$ cat config.mk
export PLATFORM = sky130hd
export DESIGN_NAME = dmem_port_arbiter_flat
export DESIGN_NICKNAME = d
export VERILOG_FILES = /design/src/rtl/dmem_arb_pkg.sv /design/src/rtl/dmem_port_arbiter_if.sv /design/src/rtl/dmem_arb_sat_cnt.sv /design/src/rtl/dmem_port_arbiter.sv /design/src/flat_wrapper.sv
export SDC_FILE = /design/constraint.sdc
export NUM_CORES = 1
export LEC_CHECK = 0
export ABC_AREA = 0
export CORE_AREA = 2 2 110 112
export DETAILED_ROUTE_END_ITERATION = 12
export DIE_AREA = 0 0 112 114
export PLACE_DENSITY = 0.58
export SYNTH_ARGS = -nofsm -noshare
export SYNTH_HDL_FRONTEND = slang
export SYNTH_HIERARCHICAL = 1
export SYNTH_SLANG_ARGS = --single-unit
$ cat constraint.sdc
create_clock -name clk -period 3.83 [get_ports clk]
set_input_delay 0.766 -clock clk [delete_from_list [all_inputs] [get_ports clk]]
set_output_delay 0.766 -clock clk [all_outputs]
set_load 0.1 [all_outputs]
$ cat src/rtl/dmem_arb_pkg.sv
// Package: dmem_arb_pkg
// Shared definitions for the data-memory port arbiter:
//   arb_state_e - arbiter FSM state encodings (ST_IDLE / ST_BURST / ST_YIELD)
//   owner_e     - which requester owns an outstanding read (OWN_CORE / OWN_DBG)
//   STATS_W/STATS_MAX - width and saturation value of the optional stall counters
//   cnt_width() - bit width needed to hold a counter value 0..max_val
package dmem_arb_pkg;

  typedef enum logic [1:0] {
    ST_IDLE  = 2'd0,
    ST_BURST = 2'd1,
    ST_YIELD = 2'd2
  } arb_state_e;

  typedef enum logic {
    OWN_CORE = 1'b0,
    OWN_DBG  = 1'b1
  } owner_e;

  localparam int STATS_W   = 16;
  localparam int STATS_MAX = 65535;

  // Width for a counter that must represent every value from 0 to max_val.
  function automatic int cnt_width(input int max_val);
    return (max_val < 1) ? 1 : $clog2(max_val + 1);
  endfunction

endpackage

$ cat src/rtl/dmem_port_arbiter_if.sv
// Interface: dmem_port_arbiter_if
// One requester channel into the data-memory arbiter (used for both the core
// load/store path and the debug/loader path).
//   req    requester -> arbiter  access request, held until gnt
//   we     requester -> arbiter  1 = store, 0 = load
//   be     requester -> arbiter  byte enables
//   addr   requester -> arbiter  byte address (AW bits)
//   wdata  requester -> arbiter  store data
//   gnt    arbiter -> requester  request accepted this cycle
//   rvalid arbiter -> requester  load data valid on the shared rd_data bus
// Modports: master = requester side, slave = arbiter side.
interface dmem_port_arbiter_if #(
  parameter int AW = 32
);
  logic          req;
  logic          we;
  logic [3:0]    be;
  logic [AW-1:0] addr;
  logic [31:0]   wdata;
  logic          gnt;
  logic          rvalid;

  modport master (
    output req, we, be, addr, wdata,
    input  gnt, rvalid
  );

  modport slave (
    input  req, we, be, addr, wdata,
    output gnt, rvalid
  );
endinterface

$ cat src/rtl/dmem_arb_sat_cnt.sv
// Module: dmem_arb_sat_cnt
// Saturating up-counter with synchronous clear.
//   clk   in   clock
//   rst_n in   asynchronous active-low reset (count -> 0)
//   inc   in   increment by one unless already at MAX
//   clr   in   clear to zero; takes priority over inc
//   cnt   out  current count (WIDTH bits)
module dmem_arb_sat_cnt #(
  parameter int WIDTH = 4,
  parameter int MAX   = 15
) (
  input  logic             clk,
  input  logic             rst_n,
  input  logic             inc,
  input  logic             clr,
  output logic [WIDTH-1:0] cnt
);

  localparam logic [WIDTH-1:0] MAX_V = WIDTH'(MAX);

  always_ff @(posedge clk or negedge rst_n) begin
    if (!rst_n) begin
      cnt <= '0;
    end else if (clr) begin
      cnt <= '0;
    end else if (inc && (cnt != MAX_V)) begin
      cnt <= cnt + WIDTH'(1);
    end
  end

endmodule

$ cat src/rtl/dmem_port_arbiter.sv
// Module: dmem_port_arbiter
// Arbitrates the single data-memory port between the core load/store path
// and a debug/loader requester. Grants are combinational from the requests,
// the FSM state and the starvation/burst counters; at most one grant per
// cycle. Read data returns one cycle after issue and is steered to the side
// that issued the read. Debug may lock the port for bounded bursts; a
// starvation guard lets a blocked debug requester override core priority.
//
// Parameters:
//   AW            byte address width
//   MAX_BURST     max consecutive debug grants under dbg_lock before the core gets a slot
//   STARVE_LIMIT  cycles a blocked debug request waits before overriding core priority
// Ports:
//   clk, rst_n          clock, asynchronous active-low reset
//   core_if (slave)     core request channel  (req/we/be/addr/wdata -> gnt/rvalid)
//   dbg_if  (slave)     debug request channel (req/we/be/addr/wdata -> gnt/rvalid)
//   dbg_lock            hold debug ownership across consecutive requests
//   rd_data             read data for whichever side has rvalid (0 otherwise)
//   mem_en/we/be/addr/wdata  dmem request, taken from the granted side, 0 when idle
//   mem_rdata           dmem read data, valid the cycle after a read issue
// Optional build macro DMEM_ARB_STATS_EN adds:
//   core_stall_cnt, dbg_stall_cnt  saturating counts of cycles with req & !gnt
module dmem_port_arbiter
  import dmem_arb_pkg::*;
#(
  parameter int AW           = 32,
  parameter int MAX_BURST    = 8,
  parameter int STARVE_LIMIT = 4
) (
  input  logic                      clk,
  input  logic                      rst_n,
  dmem_port_arbiter_if.slave        core_if,
  dmem_port_arbiter_if.slave        dbg_if,
  input  logic                      dbg_lock,
  output logic [31:0]               rd_data,
  output logic                      mem_en,
  output logic                      mem_we,
  output logic [3:0]                mem_be,
  output logic [AW-1:0]             mem_addr,
  output logic [31:0]               mem_wdata,
  input  logic [31:0]               mem_rdata
`ifdef DMEM_ARB_STATS_EN
  ,
  output logic [STATS_W-1:0]        core_stall_cnt,
  output logic [STATS_W-1:0]        dbg_stall_cnt
`endif
);

  localparam int BW = cnt_width(MAX_BURST);
  localparam int SW = cnt_width(STARVE_LIMIT);

  localparam logic [BW-1:0] BURST_MAX_V    = BW'(MAX_BURST);
  localparam logic [BW-1:0] BURST_PENULT_V = BW'(MAX_BURST - 1);
  localparam logic [SW-1:0] STARVE_MAX_V   = SW'(STARVE_LIMIT);

  arb_state_e      state_reg;
  arb_state_e      state_next;
  logic [BW-1:0]   burst_cnt;
  logic [SW-1:0]   starve_cnt;
  logic            rd_pend_q;
  owner_e          owner_q;

  logic            core_gnt_arb;
  logic            dbg_gnt_arb;
  logic            core_gnt;
  logic            dbg_gnt;
  logic            starve_full;
  logic            burst_at_max;
  logic            burst_hit;
  logic [1:0]      rvalid_vec;

  assign starve_full  = (starve_cnt == STARVE_MAX_V);
  assign burst_at_max = (burst_cnt == BURST_MAX_V);
  // The burst is exhausted either already, or by the debug grant being
  // given this very cycle; the latter lets the core slot follow the last
  // debug beat without an idle cycle in between.
  assign burst_hit    = burst_at_max || (dbg_gnt && (burst_cnt == BURST_PENULT_V));

  // ---------------------------------------------------------------------
  // Grant selection
  // ---------------------------------------------------------------------
  always_comb begin
    core_gnt_arb = 1'b0;
    dbg_gnt_arb  = 1'b0;
    case (state_reg)
      ST_IDLE: begin
        // Core has priority unless debug has waited out the starvation limit.
        if (dbg_if.req && (!core_if.req || starve_full)) begin
          dbg_gnt_arb = 1'b1;
        end else begin
          core_gnt_arb = core_if.req;
        end
      end
      ST_BURST: begin
        // Debug has priority, but a full burst never grows past MAX_BURST
        // while the core is waiting.
        if (dbg_if.req && !(burst_at_max && core_if.req)) begin
          dbg_gnt_arb = 1'b1;
        end else begin
          core_gnt_arb = core_if.req;
        end
      end
      ST_YIELD: begin
        core_gnt_arb = core_if.req;
      end
      default: begin
        core_gnt_arb = 1'b0;
        dbg_gnt_arb  = 1'b0;
      end
    endcase
  end

  // The port is held idle for as long as reset is asserted, even though
  // grants are otherwise a combinational function of the requests.
  assign core_gnt = core_gnt_arb & rst_n;
  assign dbg_gnt  = dbg_gnt_arb & rst_n;

  assign core_if.gnt = core_gnt;
  assign dbg_if.gnt  = dbg_gnt;

  // ---------------------------------------------------------------------
  // Next-state logic
  // ---------------------------------------------------------------------
  always_comb begin
    state_next = state_reg;
    case (state_reg)
      ST_IDLE: begin
        if (dbg_gnt && dbg_lock) begin
          state_next = ST_BURST;
        end
      end
      ST_BURST: begin
        if (!dbg_lock) begin
          state_next = ST_IDLE;
        end else if (core_if.req && burst_hit) begin
          state_next = ST_YIELD;
        end
      end
      ST_YIELD: begin
        state_next = dbg_lock ? ST_BURST : ST_IDLE;
      end
      default: begin
        state_next = ST_IDLE;
      end
    endcase
  end

  // ---------------------------------------------------------------------
  // FSM state and read-return tracking
  // ---------------------------------------------------------------------
  always_ff @(posedge clk or negedge rst_n) begin
    if (!rst_n) begin
      state_reg <= ST_IDLE;
      rd_pend_q <= 1'b0;
      owner_q   <= OWN_CORE;
    end else begin
      state_reg <= state_next;
      rd_pend_q <= (core_gnt & ~core_if.we) | (dbg_gnt & ~dbg_if.we);
      if (core_gnt || dbg_gnt) begin
        owner_q <= dbg_gnt ? OWN_DBG : OWN_CORE;
      end
    end
  end

  // ---------------------------------------------------------------------
  // Counters
  // ---------------------------------------------------------------------
  dmem_arb_sat_cnt #(
    .WIDTH (SW),
    .MAX   (STARVE_LIMIT)
  ) u_starve_cnt (
    .clk   (clk),
    .rst_n (rst_n),
    .inc   (dbg_if.req & ~dbg_gnt),
    .clr   (dbg_gnt | ~dbg_if.req),
    .cnt   (starve_cnt)
  );

  // Counts debug grants within the current burst segment. Any cycle that
  // does not end in ST_BURST clears it, so entry to ST_IDLE/ST_YIELD always
  // starts from zero, and the IDLE->BURST grant lands as the first beat.
  dmem_arb_sat_cnt #(
    .WIDTH (BW),
    .MAX   (MAX_BURST)
  ) u_burst_cnt (
    .clk   (clk),
    .rst_n (rst_n),
    .inc   (dbg_gnt),
    .clr   (state_next != ST_BURST),
    .cnt   (burst_cnt)
  );

  // ---------------------------------------------------------------------
  // Read-return steering: index 0 = core, 1 = debug
  // ---------------------------------------------------------------------
  for (genvar gi = 0; gi < 2; gi++) begin : g_rvalid
    assign rvalid_vec[gi] = rd_pend_q && (owner_q == ((gi == 0) ? OWN_CORE : OWN_DBG));
  end

  assign core_if.rvalid = rvalid_vec[0];
  assign dbg_if.rvalid  = rvalid_vec[1];
  assign rd_data        = rd_pend_q ? mem_rdata : 32'h0;

  // ---------------------------------------------------------------------
  // Memory request mux
  // ---------------------------------------------------------------------
  always_comb begin
    mem_en    = 1'b0;
    mem_we    = 1'b0;
    mem_be    = 4'h0;
    mem_addr  = '0;
    mem_wdata = 32'h0;
    if (core_gnt) begin
      mem_en    = 1'b1;
      mem_we    = core_if.we;
      mem_be    = core_if.be;
      mem_addr  = core_if.addr;
      mem_wdata = core_if.wdata;
    end else if (dbg_gnt) begin
      mem_en    = 1'b1;
      mem_we    = dbg_if.we;
      mem_be    = dbg_if.be;
      mem_addr  = dbg_if.addr;
      mem_wdata = dbg_if.wdata;
    end
  end

`ifdef DMEM_ARB_STATS_EN
  // ---------------------------------------------------------------------
  // Stall statistics: index 0 = core, 1 = debug
  // ---------------------------------------------------------------------
  logic [1:0]         req_vec;
  logic [1:0]         gnt_vec;
  logic [STATS_W-1:0] stall_cnt [2];

  assign req_vec = {dbg_if.req, core_if.req};
  assign gnt_vec = {dbg_gnt, core_gnt};

  for (genvar gi = 0; gi < 2; gi++) begin : g_stall
    dmem_arb_sat_cnt #(
      .WIDTH (STATS_W),
      .MAX   (STATS_MAX)
    ) u_stall_cnt (
      .clk   (clk),
      .rst_n (rst_n),
      .inc   (req_vec[gi] & ~gnt_vec[gi]),
      .clr   (1'b0),
      .cnt   (stall_cnt[gi])
    );
  end

  assign core_stall_cnt = stall_cnt[0];
  assign dbg_stall_cnt  = stall_cnt[1];
`endif

endmodule
$ cat src/flat_wrapper.sv
// flat-port wrapper written by rule: the top's interface ports become plain ports
module dmem_port_arbiter_flat import dmem_arb_pkg::*;
#(
  parameter int AW           = 32,
  parameter int MAX_BURST    = 8,
  parameter int STARVE_LIMIT = 4
)
  (clk, rst_n, dbg_lock, rd_data, mem_en, mem_we, mem_be, mem_addr, mem_wdata, mem_rdata, core_if_req, core_if_we, core_if_be, core_if_addr, core_if_wdata, core_if_gnt, core_if_rvalid, dbg_if_req, dbg_if_we, dbg_if_be, dbg_if_addr, dbg_if_wdata, dbg_if_gnt, dbg_if_rvalid);
  dmem_port_arbiter_if #(.AW(AW)) core_if_i ();
  dmem_port_arbiter_if #(.AW(AW)) dbg_if_i ();
  input  logic clk;
  input  logic rst_n;
  input  logic dbg_lock;
  output logic [31:0] rd_data;
  output logic mem_en;
  output logic mem_we;
  output logic [3:0] mem_be;
  output logic [AW-1:0] mem_addr;
  output logic [31:0] mem_wdata;
  input  logic [31:0] mem_rdata;
  input wire logic [$bits(core_if_i.req)-1:0] core_if_req;
  input wire logic [$bits(core_if_i.we)-1:0] core_if_we;
  input wire logic [$bits(core_if_i.be)-1:0] core_if_be;
  input wire logic [$bits(core_if_i.addr)-1:0] core_if_addr;
  input wire logic [$bits(core_if_i.wdata)-1:0] core_if_wdata;
  output wire logic [$bits(core_if_i.gnt)-1:0] core_if_gnt;
  output wire logic [$bits(core_if_i.rvalid)-1:0] core_if_rvalid;
  input wire logic [$bits(dbg_if_i.req)-1:0] dbg_if_req;
  input wire logic [$bits(dbg_if_i.we)-1:0] dbg_if_we;
  input wire logic [$bits(dbg_if_i.be)-1:0] dbg_if_be;
  input wire logic [$bits(dbg_if_i.addr)-1:0] dbg_if_addr;
  input wire logic [$bits(dbg_if_i.wdata)-1:0] dbg_if_wdata;
  output wire logic [$bits(dbg_if_i.gnt)-1:0] dbg_if_gnt;
  output wire logic [$bits(dbg_if_i.rvalid)-1:0] dbg_if_rvalid;
  assign core_if_i.req = core_if_req;
  assign core_if_i.we = core_if_we;
  assign core_if_i.be = core_if_be;
  assign core_if_i.addr = core_if_addr;
  assign core_if_i.wdata = core_if_wdata;
  assign core_if_gnt = core_if_i.gnt;
  assign core_if_rvalid = core_if_i.rvalid;
  assign dbg_if_i.req = dbg_if_req;
  assign dbg_if_i.we = dbg_if_we;
  assign dbg_if_i.be = dbg_if_be;
  assign dbg_if_i.addr = dbg_if_addr;
  assign dbg_if_i.wdata = dbg_if_wdata;
  assign dbg_if_gnt = dbg_if_i.gnt;
  assign dbg_if_rvalid = dbg_if_i.rvalid;
  dmem_port_arbiter #(.AW(AW), .MAX_BURST(MAX_BURST), .STARVE_LIMIT(STARVE_LIMIT)) u_core (.clk(clk), .rst_n(rst_n), .core_if(core_if_i), .dbg_if(dbg_if_i), .dbg_lock(dbg_lock), .rd_data(rd_data), .mem_en(mem_en), .mem_we(mem_we), .mem_be(mem_be), .mem_addr(mem_addr), .mem_wdata(mem_wdata), .mem_rdata(mem_rdata));
endmodule
==> flow_results.org, run 1 <==
** Status
- Status :: complete, no violations

** Clocking
- Source-to-sink clock delay at the later pin of the worst-skew pair :: about 0.24 ns
- In this run the post-CTS setup repair buffer count came out at 0.
- Hold-fix buffer count after cts :: 0
- In this run the number of H-tree levels came out at 1.
- Resize count post-CTS :: 0
- After clock tree synthesis, the clock-pin slew on the worst setup and hold paths is ~0.040 ns.
- The tree is rooted in a sky130_fd_sc_hd__clkbuf_16.
- TritonCTS built the clock tree.
- Counting every sink on the clock net gives 11.
- In this run the deepest clock path goes through 2 buffers.
- Clock buffers created by TritonCTS :: 3

** Timing
- Static timing analysis puts the maximum clock frequency at 0.283 GHz.
- Max-slew violation count :: 0
- Across all setup checks in the final design, the least slack found is about 0.29 ns.
- The worst path in the final design needs a cycle of about 3.5 ns, including I/O delays and setup.
- At the pin with the least slew margin, the transition time is 0.683 ns.
- Setup violations remaining at the end of the flow were counted as 0.
- Post-route clock period utilization :: 0.923
- Setup tns final :: 0 ns
- The final hold violation count is 0.
- Setup repair after global routing left no endpoint under its margin.
- Clk_skew :: around 0.0032 ns
- Max_slew headroom :: 0.545

** Floorplanning
- Core footprint :: between 10000 and 15000 um^2
- Count of pins on the block boundary :: roughly 280
- Area of the die :: roughly 13000 um^2
- In this run the horizontal extent of the chip is 112 um.
- In this run the vertical extent of the chip is 114 um.
- Initial cell density of the core :: 0.144
- Std-Cell Rows :: 40

** Global routing
- Number of global-route vias before repair :: about 2.8k
- Global-route wire length before repair :: 15700 um
- The number of antenna violations at the first check in global routing is 0.
- Pin count of the biggest net entering global routing :: between 40 and 50
- Remaining global-route overflow :: 0
- Across every metal layer, demand over resource in global routing totals 0.156.

** Setup path
- The largest single stage delay on the critical path is ~0.55 ns.
- The kind of cell with the highest combined delay along the critical path is buffers and inverters.
- Walking the worst path, the cells encountered are clkdlybuf4s50_1, nand2_1, a311o_1, a21oi_4, buf_12, a22o_1, buf_12.
- STA classifies the critical path endpoint as an output port.
- Crit path required time :: roughly 3.1 ns
- The critical path in this run is classified as input port to output port.
- The critical path contains buffers and inverters numbering 3 combined.
- For this design, the slowest cell found on the critical path is sky130_fd_sc_hd__clkdlybuf4s50_1.
- Largest fanout on the critical path :: 41
- Category of the worst setup path launch point :: input port
- CP Data Arrival Time :: ~2.8 ns
- Counting stages on the worst path, the most repeated cell is sky130_fd_sc_hd__buf_12.

** Placed design
- The count of buffers added on input and output ports is 280.
- Worst setup timing slack at the placement stage :: about 0.32 ns
- The congestion estimate from routability-driven global placement came to ~0.8.
- HPWL after detailed placement :: a little over 9000 um

** Final layout
- The library cell used most frequently in the layout, excluding fill and tap cells, is sky130_fd_sc_hd__clkdlybuf4s50_1.
- The register with the most flip-flops in the layout has 4 of them.
- The net count of the finished layout is between 600 and 700.
- Synthesis-to-layout area growth :: 217%
- Of the cells placed in the final design, the portion with a size suffix greater than 1 is 0.259.
- The number of antenna diodes in the final layout is 0.
- In the layout the commonest cells are sky130_fd_sc_hd__clkdlybuf4s50_1, sky130_fd_sc_hd__buf_12, sky130_fd_sc_hd__a22o_1.

** Routing
- In this run, the number of DRC markers left after iteration 0 of detailed routing was 112.
- The pre-antenna-repair detailed-routing pass consisted of 4 iterations.
- After detailed routing, the number of vias per cell comes to approximately 4.4.
- For this run, design rule violations remaining after detail routing come to 0.
- Once detail routing completed, the nets flagged for antenna violations numbered 0.
- The final layout contains routed wiring with a total length of 10900 um.
- Drt wl/cell :: approximately 18 um
- Vias after detailed routing :: about 2.7k

** Synth
- Post-synth net total :: approximately 380
- Post-Synthesis Cells :: approximately 200
- Mean instance size in the synthesized netlist :: 8.56 um^2
- Of the synthesized area, sequential elements account for 0.163.
- After synthesis the netlist holds a flip-flop and latch count of 11.
- Yosys printed 6 warnings.
- Synth Cell Area :: between 1500 and 2000 um^2
- Post-synthesis cell type count :: 32

** Pwr
- VDD sags by at most 0.000125 V.
- Summed over all cells, the static leakage comes to approximately 2.2 nW.
- In this run the power density over the cells is about 260 nW/um^2.

** Flow run
- The tool flagged a number of max-cap violations equal to 0.

** Worst hold path
- Hold crit path type :: flop to flop
cell usage after synthesis:
library cell,instances,area [um^2]
sky130_fd_sc_hd__a22o_1,70,613
sky130_fd_sc_hd__and2_1,33,206
sky130_fd_sc_hd__dfrtp_1,11,275
sky130_fd_sc_hd__inv_1,10,37.5
sky130_fd_sc_hd__buf_6,8,90.1
sky130_fd_sc_hd__nand2_1,7,26.3
sky130_fd_sc_hd__a21oi_1,5,25.0
sky130_fd_sc_hd__buf_4,5,37.5
sky130_fd_sc_hd__nand2b_1,5,31.3
sky130_fd_sc_hd__ha_1,4,50.1
sky130_fd_sc_hd__nor2_1,4,15.0
sky130_fd_sc_hd__nor4_1,4,25.0
sky130_fd_sc_hd__buf_2,3,15.0
sky130_fd_sc_hd__clkbuf_1,3,11.3
sky130_fd_sc_hd__nor2b_1,3,18.8
sky130_fd_sc_hd__o21a_1,3,22.5
sky130_fd_sc_hd__mux2_4,2,30.0
sky130_fd_sc_hd__mux2i_1,2,20.0
sky130_fd_sc_hd__or3b_1,2,17.5
sky130_fd_sc_hd__a21boi_4,1,18.8
sky130_fd_sc_hd__a311o_1,1,10.0
sky130_fd_sc_hd__and4b_1,1,10.0
sky130_fd_sc_hd__nand3_1,1,5.00
sky130_fd_sc_hd__nand4_1,1,6.26
sky130_fd_sc_hd__nor3_2,1,10.0
sky130_fd_sc_hd__o2111a_1,1,11.3
sky130_fd_sc_hd__o211a_1,1,10.0
sky130_fd_sc_hd__o21ai_0,1,5.00
sky130_fd_sc_hd__o21bai_1,1,7.51
sky130_fd_sc_hd__or2_1,1,6.26
sky130_fd_sc_hd__or4b_1,1,10.0
sky130_fd_sc_hd__xor2_1,1,8.76
tightest hold or removal path: cells and delay by family (launching register included):
family / cells / cell delay (ns)
DFF: 1 / 0.39
buffers and inverters: 1 / 0.06
AOI/OAI and AO/OA: 1 / 0.06
per-layer routing:
layer	part of all wire	global-route usage
met1	0.35	0.169
met5	0	0
met2	0.55	0.309
met4	0.016	0.0333
met3	0.081	0.0361
logic make-up (layout without fill, tap and decap cells):
group | Yosys count | count (layout) | synth area share
AOI/OAI and AO/OA | 84 | 84 | 0.429
xor gates and xnor gates | 1 | 1 | 0.00519
adders and majority gates | 4 | 4 | 0.0297
buffers and inverters | 29 | 300 | 0.114
DFF | 11 | 11 | 0.163
muxes | 4 | 4 | 0.0297
and+or+nand+nor | 64 | 64 | 0.230
area by class of cell:
type                       instances  area (um^2)
clock buffer                       4         78.8
fill                            1119         6370
inverter                          10         37.5
multi-input combinational        157         1230
sequential                        11          275
tap                              147          184
timing repair buffer             286         3530
final timing paths:
path | from | end | slack [ns] | depth (start not counted)
max in group asynchronous | rst_n | u_core/rd_pend_q$_DFF_PN0_ | 2.77 | 2
min in group asynchronous | rst_n | u_core/u_starve_cnt/cnt[1]$_DFFE_PN0P_ | 0.90 | 2
hold / removal | u_core/owner_q$_DFFE_PN0P_ | u_core/owner_q$_DFFE_PN0P_ | 0.56 | 2
setup reg to reg | u_core/u_starve_cnt/cnt[1]$_DFFE_PN0P_ | u_core/u_burst_cnt/cnt[2]$_DFFE_PN0P_ | 1.38 | 7
hold reg to reg | u_core/owner_q$_DFFE_PN0P_ | u_core/owner_q$_DFFE_PN0P_ | 0.56 | 2
setup / recovery | dbg_if_req | mem_addr[25] | 0.29 | 7
stage by stage:
stage	instance area, um^2	power, mW	std cells	utilization	hold slack (ns)
6_report	5340	1.39	615	0.456	0.556
3_3_place_gp	5260	1.20	611	0.449	0.543
5_1_grt	5340	1.43	615	0.456	0.607
3_5_place_dp	5260	1.21	611	0.449	0.556
4_1_cts	5340	1.40	615	0.456	0.562
2_1_floorplan	1690	0.732	197	-	0.470
power by group:
part | leakage [nW] | switching, mW | internal [mW]
clock | 0.0382 | 0.0511 | 0.140
combinational | 2.04 | 0.640 | 0.429
sequential | 0.150 | 0.00917 | 0.121
total | 2.23 | 0.700 | 0.690
No activity file was read; power rests on OpenSTA's default activity.
==> inputs of run 2 (changes only) <==
SLEW_MARGIN = 30   (was default)
==> results of run 2 <==
No change in the layout: final DEF, timing and power equal those of run 1.
==> inputs of run 3 (changes only) <==
CTS_CLUSTER_SIZE = 28   (was default)
==> results of run 3 <==
No change in the layout: final DEF, timing and power equal those of run 1.
